--- src/rtl/uart_tx_fifo.sv ---
// UART transmitter with internal baud divider, transmit FIFO and valid/ready input.
// Frames: start bit, DATA_BITS data bits LSB first, optional parity, 1 or 2 stop bits.
module uart_tx_fifo #(
    parameter int unsigned CLK_FREQ   = 50000000,
    parameter int unsigned BAUD       = 115200,
    parameter int unsigned DATA_BITS  = 8,
    parameter int unsigned PARITY     = 0,   // 0 none, 1 odd, 2 even
    parameter int unsigned STOP_BITS  = 1,
    parameter int unsigned FIFO_DEPTH = 16
) (
    input  logic                                 clk,
    input  logic                                 rst,
    input  logic [DATA_BITS-1:0]                 tx_data,
    input  logic                                 tx_valid,
    output logic                                 tx_ready,
    output logic                                 rs232_tx,
    output logic                                 tx_busy,
    output logic [$clog2(FIFO_DEPTH+1)-1:0]      fifo_count
);

    localparam int unsigned DIV = (CLK_FREQ + BAUD / 2) / BAUD;
    localparam int unsigned AW  = $clog2(FIFO_DEPTH);
    localparam int unsigned CW  = $clog2(FIFO_DEPTH + 1);
    localparam int unsigned BW  = (DIV > 2) ? $clog2(DIV) : 1;
    localparam int unsigned NW  = 4;

    typedef enum logic [2:0] {StIdle, StStart, StData, StParity, StStop} state_e;

    // FIFO storage; pointers carry an extra wrap bit so full and empty differ
    logic [DATA_BITS-1:0] mem [FIFO_DEPTH];
    logic [AW:0]          wr_ptr, rd_ptr;
    logic [CW-1:0]        count;
    logic                 full, empty, push, pop;
    logic [DATA_BITS-1:0] head;

    assign count      = wr_ptr - rd_ptr;
    assign full       = (count == CW'(FIFO_DEPTH));
    assign empty      = (count == '0);
    assign push       = tx_valid && !full;
    assign head       = mem[rd_ptr[AW-1:0]];
    assign tx_ready   = !full;
    assign fifo_count = count;

    // FIFO write port; contents need no reset since pointers gate visibility
    always_ff @(posedge clk) begin
        if (push) mem[wr_ptr[AW-1:0]] <= tx_data;
    end

    // FIFO pointer update
    always_ff @(posedge clk or posedge rst) begin
        if (rst) begin
            wr_ptr <= '0;
            rd_ptr <= '0;
        end else begin
            if (push) wr_ptr <= wr_ptr + 1'b1;
            if (pop)  rd_ptr <= rd_ptr + 1'b1;
        end
    end

    // Transmit state
    state_e               state_q, state_d;
    logic [BW-1:0]        baud_q, baud_d;
    logic [NW-1:0]        bit_q, bit_d;
    logic [DATA_BITS-1:0] shift_q, shift_d;
    logic                 par_q, par_d;
    logic                 tx_q, tx_d;
    logic                 head_par;

    assign head_par = (PARITY == 1) ? ~^head : ^head;
    assign tx_busy  = (state_q != StIdle);
    assign rs232_tx = tx_q;

    // Transmit state registers; line idles high and reset abandons any frame
    always_ff @(posedge clk or posedge rst) begin
        if (rst) begin
            state_q <= StIdle;
            baud_q  <= '0;
            bit_q   <= '0;
            shift_q <= '0;
            par_q   <= 1'b0;
            tx_q    <= 1'b1;
        end else begin
            state_q <= state_d;
            baud_q  <= baud_d;
            bit_q   <= bit_d;
            shift_q <= shift_d;
            par_q   <= par_d;
            tx_q    <= tx_d;
        end
    end

    // Next-state logic: every non-idle bit lasts DIV cycles, counted down to zero
    always_comb begin
        state_d = state_q;
        baud_d  = baud_q;
        bit_d   = bit_q;
        shift_d = shift_q;
        par_d   = par_q;
        tx_d    = tx_q;
        pop     = 1'b0;
        if (state_q == StIdle) begin
            if (!empty) begin
                pop     = 1'b1;
                shift_d = head;
                par_d   = head_par;
                tx_d    = 1'b0;
                baud_d  = BW'(DIV - 1);
                state_d = StStart;
            end
        end else if (baud_q != '0) begin
            baud_d = baud_q - 1'b1;
        end else begin
            baud_d = BW'(DIV - 1);
            unique case (state_q)
                StStart: begin
                    tx_d    = shift_q[0];
                    shift_d = shift_q >> 1;
                    bit_d   = '0;
                    state_d = StData;
                end
                StData: begin
                    if (bit_q == NW'(DATA_BITS - 1)) begin
                        bit_d = '0;
                        if (PARITY != 0) begin
                            tx_d    = par_q;
                            state_d = StParity;
                        end else begin
                            tx_d    = 1'b1;
                            state_d = StStop;
                        end
                    end else begin
                        tx_d    = shift_q[0];
                        shift_d = shift_q >> 1;
                        bit_d   = bit_q + 1'b1;
                    end
                end
                StParity: begin
                    tx_d    = 1'b1;
                    bit_d   = '0;
                    state_d = StStop;
                end
                StStop: begin
                    if (bit_q == NW'(STOP_BITS - 1)) begin
                        bit_d = '0;
                        // Chain straight into the next start bit when more data waits
                        if (!empty) begin
                            pop     = 1'b1;
                            shift_d = head;
                            par_d   = head_par;
                            tx_d    = 1'b0;
                            state_d = StStart;
                        end else begin
                            tx_d    = 1'b1;
                            state_d = StIdle;
                        end
                    end else begin
                        bit_d = bit_q + 1'b1;
                    end
                end
                default: begin
                    tx_d    = 1'b1;
                    state_d = StIdle;
                end
            endcase
        end
    end

endmodule

--- config.mk ---
export PLATFORM = sky130hd
export DESIGN_NAME = uart_tx_fifo
export DESIGN_NICKNAME = d
export VERILOG_FILES = /design/src/rtl/uart_tx_fifo.sv
export SDC_FILE = /design/constraint.sdc
export NUM_CORES = 1
export LEC_CHECK = 0
export ABC_AREA = 1
export BUFFER_PORTS_ARGS = -buffer_cell sky130_fd_sc_hd__clkbuf_2
export CORE_MARGIN = 4
export CORE_UTILIZATION = 58
export CTS_BUF_LIST = sky130_fd_sc_hd__clkbuf_4
export DETAILED_ROUTE_END_ITERATION = 8
export PLACE_DENSITY = 0.89
export SLEW_MARGIN = 40
export SYNTH_ARGS = -nofsm -noshare
export SYNTH_HDL_FRONTEND = slang
export SYNTH_SLANG_ARGS = --single-unit
--- constraint.sdc ---
create_clock -name clk -period 2.7 [get_ports clk]
set_input_delay 0 -clock clk [delete_from_list [all_inputs] [get_ports clk]]
set_output_delay 0 -clock clk [all_outputs]
set_load 0.1 [all_outputs]
[Word-level counts from Yosys, hierarchy flattened]
Memories as Yosys holds them, arrays and structs flattened.
Index checks and enable logic that the tools add are counted.
Word-level totals
  register bits: 35
  RAM bits: 128
  bits of input ports: 11
  output and inout bits: 8
  logic and storage cells: 73
  memories: 1
Memory list
  mem: depth 16, bits a word 8, read ports 1, clocked after Yosys merged registers in 0, wr ports 1, RTL line 30  | logic [DATA_BITS-1:0] mem [FIFO_DEPTH];
Cells by class
  add/subtract/negate cells: 5
  equal/unequal tests: 11
  muxes and demuxes: 33
  bitwise gates (word level): 2
  reductions and logical operators: 14
Operator list (count)
  $mux W8: 5
  $mux W9: 3
  $pmux W8 S3: 1
  $mux W3: 5
  $mux W1: 14
  $pmux W3 S4: 1
  $pmux W4 S3: 1
  $add A5 B1 Y5 const B: 2
  $ne A3 B3 Y1 const B: 3
  $reduce_bool A9 Y1: 1
  $sub A9 B1 Y9 const B: 1
  $mux W4: 2
  $reduce_and A4 Y1: 2
  $eq A3 B2 Y1 const B: 2
  $reduce_and A3 Y1: 2
  $reduce_bool A3 Y1: 2
  $eq A5 B5 Y1 const B: 1
  $logic_not A5 Y1: 1
  $sub A5 B5 Y5: 1
  $add A4 B1 Y4 const B: 1
  $eq A4 B3 Y1 const B: 1
  $logic_not A4 Y1: 1
  $ne A2 B2 Y1 const B: 2
  $reduce_bool A4 Y1: 1
  8 further kinds: 9

[Longest topological paths before layout]
Gate-level depths: netlist of the first run.
  word-level depth: 7
  gate-level depth with buffers: 15
  depth with buffers taken out: 15

[Worst setup path after synthesis of the first run]
Ideal clock, no wire load.
  path type: register -> register
  start point: register rd_ptr[1]
  end point: memory mem[11][0], enable pin
  library setup time: 0.370 ns
  data arrival time: 4.381 ns
  data required time: 2.330 ns
  slack: -2.052 ns
  cell stages (with the launch flop): 14
  buffers on the path: 2
  period minus slack after synthesis: 4.752 ns
  cell sequence: dfrtp_1 > buf_2 > inv_1 > buf_2 > fa_1 > nand2_1 > inv_1 > nor2_1 > nor2_1 > nand3_1 > nand2_1 > inv_2 > nand3_1 > nor2_1
Between the ends
  longest elaborated chain between the ends: 6
Ends and longest elaborated chain
  start, declared: RTL line 31  | logic [AW:0] wr_ptr, rd_ptr;
  start signal, assigned: RTL line 56  | if (pop) rd_ptr <= rd_ptr + 1'b1;
  $sub A5 B5 Y5: RTL line 36  | assign count = wr_ptr - rd_ptr;
  named net fifo_count[2]: RTL line 18  | output logic [$clog2(FIFO_DEPTH+1)-1:0] fifo_count
  $eq A5 B5 Y1: RTL line 37  | assign full = (count == CW'(FIFO_DEPTH));
  $logic_not A1 Y1
  named net tx_ready: RTL line 15  | output logic tx_ready,
  $logic_and A1 B1 Y1: RTL line 39  | assign push = tx_valid && !full;
  $mux W1: RTL line 46  | if (push) mem[wr_ptr[AW-1:0]] <= tx_data;
  $mux W1 (not written as such): RTL line 46
  end, declared: RTL line 30
The timed path passes the listed nets, and every way through them passes these cells.

[Worst setup path in the final report of the first run]
  start point: register wr_ptr[0]
  end point: register rd_ptr[4]
Between the ends
  longest elaborated chain between the ends: 7
Ends and longest elaborated chain
  start, declared: RTL line 31
  start signal, assigned: RTL line 55  | if (push) wr_ptr <= wr_ptr + 1'b1;
  $sub A5 B5 Y5 (*): RTL line 36
  $logic_not A5 Y1 (*): RTL line 38  | assign empty = (count == '0);
  $mux W1 (*): RTL line 102, 146
  $mux W1: RTL line 143  | if (bit_q == NW'(STOP_BITS - 1)) begin
  $mux W1: RTL line 114  | unique case (state_q)
  $mux W1: RTL line 110  | end else if (baud_q != '0) begin
  $mux W1 (*): RTL line 101  | if (state_q == StIdle) begin
Mark *: on every way between the ends. The rest lies on a longest branch, timed or not.
A chain may end at the register's enable or synchronous reset.

==> results of run 1 <==
-- registers in the layout, indices dropped and copies added (netlist names) --
name	flops
baud_q	9
bit_q	4
mem	128
rd_ptr	5
rs232_tx	1
shift_q	8
state_q	3
wr_ptr	5
-- worst paths after layout --
path / from / to / cells after the start
setup reg to reg: wr_ptr[0] / rd_ptr[4] / 12
min in group clk: tx_valid / wr_ptr[0] / 4
setup / recovery: wr_ptr[0] / rd_ptr[4] / 12
max in group asynchronous: rst / rs232_tx / 4
hold / removal: rst / rd_ptr[3] / 4
hold reg to reg: rs232_tx / rs232_tx / 2
-- final cells by class --
cell class,instances,area [um^2],share of cell area
diodes,1,2.50,0.000295
clock buffers,19,143,0.0168
clock inverters,12,180,0.0213
inverters,47,184,0.0217
multi-input cells,528,2630,0.311
flip-flops and latches,163,4720,0.557
well taps,172,215,0.0254
repair buffers,42,395,0.0466
-- synthesized netlist by cell type, drive strengths merged (3+ instances only) --
library cell / n / share of area
a21oi: 16 / 0.011
buf: 14 / 0.012
clkbuf: 12 / 0.0060
dfrtp: 34 / 0.11
edfxtp: 128 / 0.51
ha: 12 / 0.020
inv: 45 / 0.023
nand2: 252 / 0.13
nand3: 46 / 0.031
nor2: 114 / 0.061
nor3: 3 / 0.0035
o211ai: 3 / 0.0030
o21ai: 61 / 0.041
xnor2: 3 / 0.0035
xor2: 9 / 0.011
-- metrics by stage --
stage               hold WS (ps)  cell area, um^2  utilization  setup TNS (ps)  instances
global route                 103             8480        0.672               0        984
global placement             106             8040        0.637               0        941
CTS                         52.3             8470        0.671               0        982
floorplan                   98.9             7690            -          -31330        764
finish                      74.2             8480        0.672               0        984
detailed placement           109             8040        0.637               0        941
-- cell families after synthesis --
| kind of cell | after synthesis | share of synthesized area |
|---|---|---|
| xor+xnor | 12 | 0.0141 |
| buf+inv | 73 | 0.0421 |
| fa+ha+maj | 13 | 0.0228 |
| simple gates | 419 | 0.231 |
| compound gates | 84 | 0.0583 |
| flops | 163 | 0.632 |
-- layer usage --
layer,GRT usage,part of all wire,vias to the layer above
met2,0.410,0.51,304
met3,0.0424,0.081,46
met1,0.294,0.38,2554
met5,0,0,-
li1,-,-,2598
met4,0.0945,0.030,0
-- critical path, delay by kind of cell (launching register included) --
family / cells / cell delay, ps
flip-flops: 1 / 440
adder cells (fa/ha/maj): 2 / 620
buffers and inverters: 3 / 270
AND/OR/NAND/NOR: 6 / 1010
AO/OA/AOI/OAI: 1 / 100
-- power breakdown --
part	internal [uW]	total, uW	switching, uW
Sequential	2930	3030	106
Combinational	541	1850	1310
Clock	757	1590	833
-- what timing repair did --
action / 4_1_cts / 5_1_grt
hold buffers: 10 / 0
buffers inserted: 0 / 1
setup endpoints to repair: 0 / 1
hold endpoints to repair: 168 / 0
==> results_dict.tcl, run 1 <==
set metrics [dict create \
    routabilityCongestion 0.881 \
    drt-wirelength-per-cell_um 17.0 \
    cts_buffers 17 \
    clock_skew_ps 22.4 \
    power.density_nw_per_um2 764 \
    post_cts_resized 0 \
    worstPathCellList "inv_2, ha_4, inv_2, fa_2, or2_0, nor2_2, nand3_1, nor2_4, inv_2, nand3_2, nand2_1, o21ai_0" \
    die_h_um 121 \
    hold_path_class "primary input to async pin" \
    cp-start-kind "flop" \
    crit_slowest_cell "fa_2" \
    floorplan.rows 41 \
    clock_latency_ps 550 \
    clkSlewWorstSetupHoldPaths_ps 140 \
    pre_cts_slack_ps 157 \
    ant_nets 0 \
    critPathMostFrequentCell "inv_2" \
    async_reset_ff_frac 0.215 \
    fin_crit_sh 0.940 \
    yosysWarningCount 0 \
    vias_per_cell 5.59 \
    cap_violations 0 \
    synth_fp_nets 788 \
    cpPeakStageDelay_ps 460 \
    clock-sinks 163 \
    wl_um 16700 \
    root_buffer "clkbuf_4" \
    period_needed_ps 2540 \
    synth_area_um2 7470 \
    synth_flop_cell "edfxtp_1" \
    ir_drop_uv 498 \
    grt_pass1_wl_um 26300 \
    area_growth_pct 13.5 \
    htree_levels 4 \
    layout_setup_ws_ps 161 \
    power_uw 6470 \
    max_freq_mhz 394 \
    n_fill_cell 866 \
    synth_edf_count 128 \
    grt_start_max_net_pins 69 \
    rrSetupSlack_ps 160 \
    avgSynthCellArea_um2 9.78 \
    tightestPinTransition_ps 712 \
    drive_gt1_frac 0.139 \
    slew_headroom 0.525 \
    grt_pass1_vias 5140 \
    core_um2 12600 \
    synthCells 764 \
    ys_types 34 \
    drt_drc_violations_left 0 \
    initial_core_util 0.592 \
    rsz0062_at_grt "no" \
    antenna_found_initial 1 \
    synth-seq-cells 163 \
    grt.total_usage 0.236 \
    dieArea_um2 14800 \
    io_buffers 18 \
    cellLeakagePower_uw 0.00338 \
    cp_data_required_time_ps 3160 \
    endpoint_kind "flop" \
    synth.yosys.seq_area_share 0.632 \
    drt_iter0_drc 673 \
    die_w_um 121 \
    slew_violations 0 \
    mostFrequentLayoutCells "241 x nand2_1, 128 x edfxtp_1, 89 x nor2_1" \
    dp_hpwl_um 10300 \
    arrival_ps 3000 \
    setup_viol 0 \
    cts_tree "done" \
    cts_buffer_depth 2 \
    hold_violations 0 \
    nNetsFinal 823 \
    crit_fanout 10 \
    via_count 5502 \
    grt_overflow 0 \
    io_pins 19 \
    firstDrtPassIters 5 \
    outcome "finished clean" \
    layout_commonest_cell "nand2_1" \
    critical_path_class "flop to flop" \
]
Power figures use the tool's default switching activity.
==> run 2, diff against run 1 <==
- clock period: 2.7 -> 2.3 ns (I/O delays scaled with it)
==> results_dict.tcl, run 2 (synthesis gave the netlist of run 1 again) <==
set metrics [dict create \
    drt_drc_violations_left 0 \
    power.density_nw_per_um2 908 \
    critPathBufInv 5 \
    io_pins 19 \
    largest_reg_flops 128 \
    ant_nets 0 \
    grt_overflow 0 \
    antenna_found_initial 0 \
    cts_buffer_depth 2 \
    area_growth_pct 21.6 \
    via_count 6103 \
    grt.total_usage 0.266 \
    dp_hpwl_um 10500 \
    setup_viol 161 \
    switching_share 0.380 \
    slew_headroom 0.594 \
    dpl_cell_area_um2 8140 \
    period_needed_ps 2530 \
    ir_drop_uv 754 \
    routabilityCongestion 0.859 \
    firstDrtPassIters 8 \
    cellLeakagePower_uw 0.00356 \
    design_area_um2 9080 \
    cts_buffers 17 \
    clock_latency_ps 600 \
    drt-wirelength-per-cell_um 20.1 \
    crit_slowest_cell "fa_2" \
    endpoint_kind "flop" \
    grt_pass1_wl_um 29700 \
    p_clk_frac 0.202 \
    cp_data_required_time_ps 2650 \
    critical_path_class "flop to flop" \
    diodes 0 \
    core_um2 12600 \
    cp_top_family "simple AND/OR/NAND/NOR gates" \
    cp-start-kind "flop" \
    comb_power_share 0.369 \
    hold_path_class "primary input to async pin" \
    nNetsFinal 858 \
    clock-sinks 163 \
    cpPeakStageDelay_ps 440 \
    floorplan.rows 41 \
    crit_fanout 8 \
    grt_pass1_vias 5614 \
    clock_skew_ps 26.3 \
    initial_core_util 0.592 \
    layout_setup_ws_ps -231 \
    max_freq_mhz 395 \
    cap_violations 0 \
    power_switching_uw 3130 \
    arrival_ps 2880 \
    vias_per_cell 5.99 \
    fin_setup_tns_ps -25630 \
    dieArea_um2 14800 \
    htree_levels 4 \
    slew_violations 0 \
    outcome "finished with violations" \
    layout_commonest_cell "nand2_1" \
    drive_gt1_frac 0.229 \
    mostFrequentLayoutCells "220 x nand2_1, 128 x edfxtp_1, 88 x nor2_1" \
    fin_crit_sh 1.10 \
    pwr-share-seq 0.429 \
    tightestPinTransition_ps 606 \
    drt_iter0_drc 966 \
    root_buffer "clkbuf_4" \
    violations "setup timing" \
    rsz0062_at_grt "yes" \
    die_w_um 121 \
    cts_tree "done" \
    clkSlewWorstSetupHoldPaths_ps 140 \
    internal_power_uw 5110 \
    worstPathCellList "inv_2, ha_4, inv_4, fa_2, or2_4, nor2_4, nand3_4, buf_6, nand2_8, clkinv_8, nand3_4, nor2_4, buf_12" \
    wl_um 20500 \
    hold_violations 0 \
    io_buffers 18 \
    grt_start_max_net_pins 46 \
    die_h_um 121 \
]
[run 2: repair_timing]
item | CTS | global route
setup buffers | 17 | 13
cloned | 3 | 0
pin swaps | 18 | 26
endpoints found under the hold margin | 167 | 0
setup endpoints to repair | 145 | 162
hold buffers | 10 | 0
gates resized for setup | 40 | 56
[run 2: power by group through the flow]
stage	combinational [uW]	clock, uW	sequential, uW
after detailed placement	2280	0	3580
after global placement	2230	0	3570
after global routing	3160	1780	3550
final	3040	1660	3540
after CTS	2600	1610	3520
after floorplan	1530	0	3580
[run 2: worst register-to-register path: cells and delay by family, from the launching register on]
family        cells  cell delay [ps]
fa+ha+maj         2              570
simple gates      6              770
flops             1              430
buf+inv           5              510
[run 2: metal layers]
metal / GRT usage / up-vias / part of all wire
li1: - / 2686 / -
met1: 0.331 / 2839 / 0.35
met2: 0.459 / 462 / 0.51
met3: 0.0490 / 116 / 0.093
met4: 0.104 / 0 / 0.053
met5: 0 / - / 0
[run 2: path summary, 6_finish.rpt]
check                      startpoint    endpoint  slack (ps)  depth (start not counted)
max                         wr_ptr[0]  mem[11][0]        -230                         13
min                               rst   rd_ptr[4]          70                          4
max reg2reg                 wr_ptr[0]  mem[11][0]        -230                         13
min reg2reg                  rs232_tx    rs232_tx         490                          2
max in group asynchronous         rst   baud_q[1]        1880                          4
min in group clk           tx_data[3]   mem[6][3]         420                          2
[run 2: area by class of cell]
cell class / instances / area [um^2]
Sequential cell: 163 / 4720
Fill cell: 752 / 3540
Timing Repair inverter: 1 / 7.51
Multi-Input combinational cell: 530 / 2930
Inverter: 47 / 196
Tap cell: 172 / 215
Timing Repair Buffer: 74 / 741
Clock buffer: 19 / 143
Clock inverter: 13 / 129
[run 2: stage by stage]
stage	utilization	hold slack, ps	power [uW]	setup slack (ps)	instances
after floorplan	-	98.9	5120	-667	764
after global placement	0.645	103	5800	-27.1	951
after detailed placement	0.645	125	5860	-88.1	951
after CTS	0.699	64.7	7720	-137	1011
after global routing	0.719	124	8480	-289	1019
final	0.719	68.9	8240	-231	1019
